<file path="src/rtl/arb_pkg.sv">
// Shared definitions for the arbitrated transfer engine: FSM encoding and
// the burst-length decode rule.
package arb_pkg;

    typedef enum logic [1:0] {
        ST_IDLE = 2'd0,
        ST_XFER = 2'd1,
        ST_DONE = 2'd2
    } state_t;

    // A zero length field stands for the full 2**lw beats.
    function automatic int decode_len(input int len, input int lw);
        return (len == 0) ? (1 << lw) : len;
    endfunction

endpackage

</file>
<file path="src/rtl/beat_counter.sv">
// Beat counter: cleared on load, advances by one per enabled cycle, and flags
// when the current beat is the final one of the latched burst.
module beat_counter #(
    parameter int W = 4
) (
    input  logic         clk,
    input  logic         rst,
    input  logic         load_i,
    input  logic         en_i,
    input  logic [W:0]   limit_i,
    output logic         term_o
);

    logic [W-1:0] cnt_q, cnt_d;

    always_comb begin
        cnt_d = cnt_q;
        if (load_i) begin
            cnt_d = '0;
        end else if (en_i) begin
            cnt_d = cnt_q + 1'b1;
        end
    end

    always_ff @(posedge clk) begin
        if (rst) begin
            cnt_q <= '0;
        end else begin
            cnt_q <= cnt_d;
        end
    end

    // limit_i is W+1 bits wide so a full 2**W burst terminates at cnt == 2**W-1.
    assign term_o = ({1'b0, cnt_q} == (limit_i - 1'b1));

endmodule

</file>
<file path="src/rtl/arb_xfer_engine.sv">
// Moves one granted client's burst to a single downstream port, reporting
// completion, grant-loss aborts and conflicting grants.
module arb_xfer_engine
    import arb_pkg::*;
#(
    parameter int DW = 8,
    parameter int LW = 4
) (
    input  logic          clk,
    input  logic          rst,
    input  logic          gnt_0,
    input  logic          gnt_1,
    input  logic [LW-1:0] len_0,
    input  logic [LW-1:0] len_1,
    input  logic [DW-1:0] data_0,
    input  logic [DW-1:0] data_1,
    input  logic          out_ready,
    output logic          out_valid,
    output logic [DW-1:0] out_data,
    output logic          out_src,
    output logic          out_last,
    output logic          done_0,
    output logic          done_1,
    output logic          abort,
    output logic          busy,
    output logic          gnt_err
);

    state_t        state_q, state_d;
    logic          owner_q, owner_d;
    logic [LW:0]   beats_q, beats_d;
    logic          gnt_err_q, gnt_err_d;
    logic          cnt_load, cnt_en, cnt_term;
    logic          own_gnt, other_gnt;
    logic          valid_c, last_c, done0_c, done1_c, abort_c;

    assign own_gnt   = owner_q ? gnt_1 : gnt_0;
    assign other_gnt = owner_q ? gnt_0 : gnt_1;

    beat_counter #(.W(LW)) u_beat_counter (
        .clk     (clk),
        .rst     (rst),
        .load_i  (cnt_load),
        .en_i    (cnt_en),
        .limit_i (beats_q),
        .term_o  (cnt_term)
    );

    always_comb begin
        state_d   = state_q;
        owner_d   = owner_q;
        beats_d   = beats_q;
        gnt_err_d = gnt_err_q;
        cnt_load  = 1'b0;
        cnt_en    = 1'b0;
        valid_c   = 1'b0;
        last_c    = 1'b0;
        done0_c   = 1'b0;
        done1_c   = 1'b0;
        abort_c   = 1'b0;
        case (state_q)
            ST_IDLE: begin
                if (gnt_0 || gnt_1) begin
                    // Client 0 wins a simultaneous grant.
                    owner_d  = !gnt_0;
                    beats_d  = (LW+1)'(decode_len(int'(gnt_0 ? len_0 : len_1), LW));
                    cnt_load = 1'b1;
                    state_d  = ST_XFER;
                    if (gnt_0 && gnt_1) gnt_err_d = 1'b1;
                end
            end
            ST_XFER: begin
                valid_c = 1'b1;
                last_c  = cnt_term;
                cnt_en  = out_ready;
                if (other_gnt) gnt_err_d = 1'b1;
                if (out_ready && cnt_term) begin
                    state_d = ST_DONE;
                end else if (!out_ready && !own_gnt) begin
                    abort_c = 1'b1;
                    state_d = ST_IDLE;
                end
            end
            ST_DONE: begin
                done0_c = !owner_q;
                done1_c = owner_q;
                state_d = ST_IDLE;
            end
            default: state_d = ST_IDLE;
        endcase
    end

    always_ff @(posedge clk) begin
        if (rst) begin
            state_q   <= ST_IDLE;
            owner_q   <= 1'b0;
            beats_q   <= '0;
            gnt_err_q <= 1'b0;
        end else begin
            state_q   <= state_d;
            owner_q   <= owner_d;
            beats_q   <= beats_d;
            gnt_err_q <= gnt_err_d;
        end
    end

    // Outputs are forced low while reset is asserted, not just after the edge.
    assign out_valid = valid_c & ~rst;
    assign out_last  = last_c & ~rst;
    assign out_src   = owner_q & (state_q == ST_XFER) & ~rst;
    assign out_data  = owner_q ? data_1 : data_0;
    assign done_0    = done0_c & ~rst;
    assign done_1    = done1_c & ~rst;
    assign abort     = abort_c & ~rst;
    assign busy      = (state_q != ST_IDLE) & ~rst;
    assign gnt_err   = gnt_err_q;

endmodule

</file>
<file path="config.mk">
export PLATFORM = sky130hd
export DESIGN_NAME = arb_xfer_engine
export DESIGN_NICKNAME = d
export VERILOG_FILES = /design/src/rtl/arb_pkg.sv /design/src/rtl/beat_counter.sv /design/src/rtl/arb_xfer_engine.sv
export SDC_FILE = /design/constraint.sdc
export NUM_CORES = 1
export LEC_CHECK = 0
export CORE_ASPECT_RATIO = 2
export CORE_MARGIN = 10
export CORE_UTILIZATION = 25
export CTS_CLUSTER_SIZE = 14
export DETAILED_ROUTE_END_ITERATION = 10
export DONT_BUFFER_PORTS = 1
export HOLD_SLACK_MARGIN = 0.12
export PLACE_DENSITY_LB_ADDON = 0.15
export SYNTH_ARGS = -nofsm -noshare
export SYNTH_HDL_FRONTEND = slang
export SYNTH_HIERARCHICAL = 1
export SYNTH_SLANG_ARGS = --single-unit
</file>
<file path="constraint.sdc">
create_clock -name clk -period 2.7 [get_ports clk]
set_clock_uncertainty 0.1 [all_clocks]
set_input_delay 0.54 -clock clk [delete_from_list [all_inputs] [get_ports clk]]
set_output_delay 0.54 -clock clk [all_outputs]
set_load 0.01 [all_outputs]
</file>
**Yosys cells after proc, flatten, opt, wreduce, memory -nomap -nowiden**

Cells that the tools add are included.

- Flip-flop bits (word level): 13
- Input port bits: 29
- Output and inout bits: 16

- Add/subtract/negate cells: 2
- Eq/ne operators: 7
- Muxes and demuxes: 23
- Bitwise logic cells: 9
- Reductions and logical operators: 16

Operators with widths:

| operator | number |
|---|---|
| $logic_not A32 Y1 | 1 |
| $mux W1 | 15 |
| $and A1 B1 Y1 | 8 |
| $mux W8 | 1 |
| $mux W2 | 3 |
| $ne A2 B2 Y1 const B | 3 |
| $eq A4 B5 Y1 | 1 |
| $mux W5 | 1 |
| $sub A5 B1 Y5 const B | 1 |
| $add A4 B1 Y4 const B | 1 |
| $logic_not A1 Y1 | 4 |
| $mux W4 | 1 |
| $pmux W2 S2 | 1 |
| $reduce_and A2 Y1 | 2 |
| $reduce_and A4 Y1 | 1 |
| $reduce_bool A2 Y1 | 2 |
| $logic_and A1 B1 Y1 | 3 |
| $ne A3 B3 Y1 const B | 1 |
| $eq A2 B1 Y1 const B | 1 |
| $eq A2 B2 Y1 const B | 1 |
| $logic_not A2 Y1 | 1 |
| $pmux W1 S2 | 1 |
| $reduce_or A2 Y1 | 1 |
| $logic_or A1 B1 Y1 | 1 |
| $not A1 Y1 | 1 |

**Longest topological paths before layout**

Gate-level depths: netlist of the first run.

- Depth in word-level cells: 7
- Mapped depth: 8
- Gate-level depth less buffers: 8

**Modules after synthesis**

The synthesis of the first run kept the hierarchy.

Modules (own cells, without submodules):

| module | instances | cells an instance | area an instance (um^2) | seq. area each (um^2) |
|---|---|---|---|---|
| arb_xfer_engine | 1 | 62 | 581.8 | 180.2 |
| beat_counter | 1 | 28 | 277.8 | 80.1 |

**Worst setup path after synthesis of the first run**

OpenSTA, ideal clock, no wires.

- Kind: input -> output
- Start point: input rst
- End point: output abort
- Arrival time: 1375 ps
- Required time: 2060 ps
- Setup slack: 685 ps
- Cell stages on the path: 2
- Path buffers: 0
- Cells stage by stage: nor3b_1 nor3b_1

- Longest elaborated chain between the ends: 2

RTL lines:

| element | RTL line | text |
|---|---|---|
| from (decl) | arb_xfer_engine.sv:10 | `input logic rst,` |
| $not A1 Y1 | arb_xfer_engine.sv:114 | `assign abort = abort_c & ~rst;` |
| $and A1 B1 Y1 | arb_xfer_engine.sv:114 |  |
| to (decl) | arb_xfer_engine.sv:24 | `output logic abort,` |

Every way passes these cells.

**Worst setup path after layout of the first run**

- Start point: register beats_q[0]
- End point: output out_last

- Longest elaborated chain between the ends: 4

RTL lines:

| element | RTL line | text |
|---|---|---|
| from (decl) | arb_xfer_engine.sv:31 | `logic [LW:0] beats_q, beats_d;` |
| from (signal assigned) | arb_xfer_engine.sv:102 | `beats_q <= beats_d;` |
| $sub A5 B1 Y5 | beat_counter.sv:34 | `assign term_o = ({1'b0, cnt_q} == (limit_i - 1'b1));` |
| $eq A4 B5 Y1 | beat_counter.sv:34 |  |
| via cnt_term | arb_xfer_engine.sv:33 | `logic cnt_load, cnt_en, cnt_term;` |
| $mux W1 | arb_xfer_engine.sv:61 | `case (state_q)` |
| $and A1 B1 Y1 | arb_xfer_engine.sv:109 | `assign out_last = last_c & ~rst;` |
| to (decl) | arb_xfer_engine.sv:21 | `output logic out_last,` |

The timed path passes the listed nets, and every way through them passes these cells.

==> results.json, run 1 <==
{
  "place.gp.congestion": 0.707,
  "maxClockFrequency_mhz": 428,
  "syn-cell-area_um2": 860,
  "finalSetupViolCount": 0,
  "seq_area_um2": 260,
  "layout.nets": 123,
  "grtUsageTotal_pct": 7.97,
  "cts_root_buf": "clkbuf_8",
  "die_w_um": 61.5,
  "p_sw_mw": 0.144,
  "floorplan.initialDensity_pct": 25.7,
  "die_y_um": 103,
  "power.share.sequential_pct": 44.2,
  "cts.repair.resized": 0,
  "clkPwrFrac_pct": 35.3,
  "syn_to_final_growth_pct": 8.01,
  "grt_max_degree": 18,
  "multi_input_area_um2": 561,
  "synth_seq_cells": 13,
  "synth_edf_count": 0,
  "n_antenna_cell": 0,
  "hp-class": "primary input to register",
  "die_area_um2": 6330,
  "vdd_drop_max_uv": 221,
  "cts_sinks": 13,
  "tns_ps": 0,
  "dpl.hpwl_mm": 2.00,
  "numCtsBuffers": 3,
  "synth_top_flop_cell": "dfxtp_1",
  "cts_tree": "yes",
  "switching_share_pct": 28.4,
  "core-area_um2": 3340,
  "grt_pass1_vias": 739,
  "post_cts_buffers": 0,
  "path_clk_slew_ps": 60,
  "synth_cell_type_count": 34,
  "grt_pass1_wl_mm": 3.70,
  "maxSlewViolCount": 0,
  "yosysSeqAreaShare_pct": 30.3,
  "wl_per_cell_um": 20.0,
  "via_per_inst": 5.59,
  "cp-end-kind": "output port",
  "start_kind": "register",
  "status": "finished, final reports clean",
  "path_max_fanout": 4,
  "synth-warning-count": 6,
  "first_pass_iters": 4,
  "cts-htree-levels": 1,
  "stdcell_area_um2": 928,
  "worst_skew_pair.late_latency_ps": 250,
  "dr_total_vias": 687,
  "p_int_mw": 0.363,
  "rows": 30,
  "drc": 0,
  "synth_area_per_cell_um2": 9.55,
  "antenna_found_initial": 0,
  "ant_nets": 0,
  "layout-drive-gt1-share_pct": 19.8,
  "placedInstanceArea_um2": 883,
  "grt-ovfl-total": 0,
  "drt_iter0_markers": 8,
  "timing.slew.headroom_pct": 55.7,
  "final_common_cell": "dfxtp_1",
  "finalHoldViolations": 0,
  "period_share_pct": 86.5,
  "hold_buffers": 0,
  "tightest_slew_ps": 655,
  "drv_cap": 0,
  "required_ps": 2060,
  "ctsLongestPathBuffers": 2,
  "synth_nets": 121,
  "combinationalPowerShare_pct": 20.6,
  "cp.arrival_ps": 1700,
  "leakagePower_nw": 0.347,
  "rsz0062_at_grt": "false",
  "power.density_nw_per_um2": 546,
  "fill_cells": 364,
  "io_pins": 45,
  "wirelength_mm": 2.46,
  "critical_path_class": "register to output port",
  "layout_min_cycle_time_ps": 2340,
  "layout_common_cells": "dfxtp_1 (13), mux2_2 (10), a21oi_1 (7)",
  "synthCells": 90,
  "io_buffer_count": 0,
  "ys_async_sr_fraction_pct": 0
}
[synth_stat cells, drive strengths merged (2+ instances only)]
cell type | count | share of area [%]
and3 | 2 | 1.5
a21oi | 7 | 4.1
nor3 | 6 | 4.7
nor2 | 2 | 0.87
ha | 2 | 2.9
a211oi | 6 | 5.8
buf | 3 | 2.3
xnor2 | 3 | 3.1
and2 | 2 | 1.5
xor2 | 5 | 5.1
mux2 | 10 | 13
inv | 4 | 1.7
dfxtp | 13 | 30
nor3b | 3 | 2.6
nand2 | 3 | 1.3
mux2i | 5 | 5.8
[state kept, by name, summed over array words and instances, names as in the netlist]
name                  cells
state_q                   2
beats_q                   5
u_beat_counter/cnt_q      4
owner_q                   1
gnt_err                   1
[per-stage QoR]
step	std cells	util (%)	total power [mW]	setup WS (ps)	hold WS (ps)
after floorplan	90	-	0.319	685	368
after global placement	119	26.4	0.333	627	393
after detailed placement	119	26.4	0.335	603	396
after CTS	123	27.8	0.518	326	241
after global routing	123	27.8	0.535	232	240
final	123	27.8	0.507	364	247
[worst paths after layout]
| check | startpoint | endpoint | slack, ps | depth (start not counted) |
|---|---|---|---|---|
| setup / recovery | beats_q[0] | out_last | 360 | 6 |
| hold / removal | rst | beats_q[4] | 250 | 1 |
| setup reg to reg | beats_q[0] | state_q[0] | 980 | 8 |
| hold reg to reg | state_q[1] | gnt_err | 410 | 1 |
[cell type report]
type / instances / area share, %
flip-flops and latches: 13 / 28.0
clock buffers: 4 / 4.85
well taps: 32 / 4.31
multi-input cells: 69 / 60.4
inverters: 4 / 1.62
repair buffers: 1 / 0.809
[cells by family after synthesis]
| family | after synthesis | share of synthesized area [%] |
|---|---|---|
| multiplexers | 15 | 18.9 |
| adder cells (fa/ha/maj) | 2 | 2.91 |
| AO/OA/AOI/OAI | 17 | 13.7 |
| flip-flops | 13 | 30.3 |
| AND/OR/NAND/NOR | 26 | 18.9 |
| XOR/XNOR | 9 | 10.8 |
| buffers and inverters | 8 | 4.51 |
[layer usage]
layer	up-vias	track usage (%)	wire [um]
li1	332	-	-
met1	323	6.51	781
met2	27	14.8	1420
met3	5	3.33	206
met4	0	4.67	53
met5	-	0	0
[power by group through the flow]
stage	Combinational, mW	Sequential [mW]	Clock (mW)
global placement	0.105	0.228	0
detailed placement	0.107	0.228	0
finish	0.104	0.224	0.179
floorplan	0.0976	0.221	0
global route	0.115	0.226	0.194
CTS	0.107	0.224	0.186
[critical path, stage by stage (launching register included)]
cell     delay [ps]
dfxtp_1         390
inv_1            60
ha_1            220
nor3b_1         150
xor2_1          150
nor3_2          260
and2_1          220
(Power assumes the default switching activity.)
==> run 2: changes to the inputs <==
--- a/config.mk
+++ b/config.mk
@@ -6,7 +6,6 @@
 export NUM_CORES = 1
 export LEC_CHECK = 0
 export CORE_ASPECT_RATIO = 2
-export CORE_MARGIN = 10
 export CORE_UTILIZATION = 25
 export CTS_CLUSTER_SIZE = 14
 export DETAILED_ROUTE_END_ITERATION = 10
==> run 2 against run 1 <==
Against the previous run:
- the flow now finishes with violations (design-rule violations)
- register-to-register slack barely moved
- non-clock buffer count did not move
- die area fell by 42%
- sequential power barely moved
- worst hold slack improved by 5.4 ps
- combinational power barely moved
- worst setup slack got worse by 3.4 ps
- via count rose by 1.0%
==> results.json, run 2 (synthesis results as in run 1) <==
{
  "numCtsBuffers": 3,
  "leakagePower_nw": 0.347,
  "grtUsageTotal_pct": 12.4,
  "critical_path_depth": 6,
  "antenna_found_initial": 0,
  "grt_pass1_wl_mm": 3.34,
  "grt-ovfl-total": 0,
  "dr_total_vias": 694,
  "worst_skew_pair.late_latency_ps": 240,
  "rsz0062_at_grt": "false",
  "instances_no_fill": 122,
  "rr_worst_depth": 8,
  "gr-usage-met1_pct": 10.5,
  "cp.buffers_inverters": 1,
  "finalSetupViolCount": 0,
  "ant_nets": 0,
  "grt_busiest_layer": "met2",
  "finalHoldViolations": 0,
  "reg2reg_slack_ps": 990,
  "hold_buffers": 0,
  "power.density_nw_per_um2": 545,
  "wirelength_mm": 2.15,
  "maxClockFrequency_mhz": 428,
  "globalRouteMet2Util_pct": 24.2,
  "via_per_inst": 5.69,
  "layout-drive-gt1-share_pct": 19.8,
  "cts_sinks": 13,
  "layout.nets": 123,
  "start_kind": "register",
  "placedCellCount": 118,
  "io_buffer_count": 0,
  "grt_max_degree": 18,
  "layout_common_cells": "dfxtp_1 (13), mux2_2 (10), a21oi_1 (7)",
  "cp-end-kind": "output port",
  "place.gp.congestion": 0.665,
  "regToRegStartpoint": "beats_q[0]",
  "syn_to_final_growth_pct": 7.86,
  "grt.met3_usage_pct": 2.55,
  "cts-htree-levels": 1,
  "setup.worst_path.end": "out_last",
  "largest_reg_flops": 5,
  "first_pass_iters": 7,
  "drc": 2,
  "die_area_um2": 3690,
  "timing.slew.headroom_pct": 57.1,
  "drv_cap": 0,
  "rows": 29,
  "layout_min_cycle_time_ps": 2340,
  "cts.repair.resized": 0,
  "biggestRegsByFlops": "beats_q (5), u_beat_counter/cnt_q (4), state_q (2)",
  "ctsLongestPathBuffers": 2,
  "period_share_pct": 86.6,
  "dpl.hpwl_mm": 1.73,
  "critical_path_class": "register to output port",
  "cp-startpoint": "beats_q[0]",
  "crit_slowest_cell": "dfxtp_1",
  "final_common_cell": "dfxtp_1",
  "cts_tree": "yes",
  "core-area_um2": 3230,
  "vdd_drop_max_uv": 235,
  "drt_iter0_markers": 11,
  "tns_ps": 0,
  "violations": "design-rule violations",
  "cpLargestDelayFamily": "simple AND/OR/NAND/NOR gates",
  "die_y_um": 84.9,
  "cts_root_buf": "clkbuf_8",
  "regMostFlops": "beats_q",
  "status": "finished, violations left",
  "hp-class": "primary input to register",
  "wl_per_cell_um": 17.7,
  "grt_pass1_vias": 735,
  "required_ps": 2060,
  "post_cts_buffers": 0,
  "path_max_fanout": 4,
  "cp_slowest_stage_delay_ps": 390,
  "power_mw": 0.505,
  "io_pins": 45,
  "crit_chain": "inv_1, ha_1, xnor3_1, nand3_1, nor3_2, and2_1",
  "floorplan.initialDensity_pct": 26.6,
  "cp.arrival_ps": 1700,
  "reg2reg_to": "state_q[0]",
  "n_antenna_cell": 0,
  "maxSlewViolCount": 0,
  "tightest_slew_ps": 635,
  "die_w_um": 43.5,
  "path_clk_slew_ps": 60
}
## run 2: cell counts in the layout (fill, tap and decap cells not counted)
No cell type changed its count.
## run 2: per-stage QoR
step / utilization (%) / cell area [um^2] / hold WS (ps) / worst slack, ps
final: 28.7 / 927 / 252 / 361
after detailed placement: 27.3 / 882 / 416 / 603
after CTS: 28.7 / 927 / 244 / 336
after global placement: 27.3 / 882 / 397 / 636
after floorplan: - / 860 / 368 / 685
after global routing: 28.7 / 927 / 244 / 236
## run 2: worst register-to-register path: stages, from the launching register on
cell and delay, ps:
dfxtp_1 390, inv_1 60, ha_1 230, xnor3_1 290, nand3_1 90, nor3_2 180, nand2_1 70, o2111ai_1 100
a21oi_1 90
## run 2: routing by layer
metal	vias up	routed length [um]
met5	-	0
met4	0	55
met3	5	115
met2	29	1260
met1	328	718
li1	332	-
## run 2: final cells by class
cell class	instances	area, um^2
tap	31	38.8
multi-input combinational	69	561
fill	368	2300
timing repair buffer	1	7.51
inverter	4	15.0
sequential	13	260
clock buffer	4	45.0
## run 2: worst min path at each step
stage | from | to | slack (ps) | cells past startpoint
after CTS | rst | beats_q[4] | 240 | 1
after global routing | rst | beats_q[4] | 240 | 1
after floorplan | state_q[1] | gnt_err | 370 | 1
after global placement | state_q[1] | gnt_err | 400 | 1
final | rst | beats_q[4] | 250 | 1
after detailed placement | state_q[1] | gnt_err | 420 | 1
## run 2: power by group
part | switching, mW | internal [mW] | total, mW
Clock | 0.0730 | 0.104 | 0.177
Sequential | 0.0191 | 0.205 | 0.224
Combinational | 0.0505 | 0.0531 | 0.104
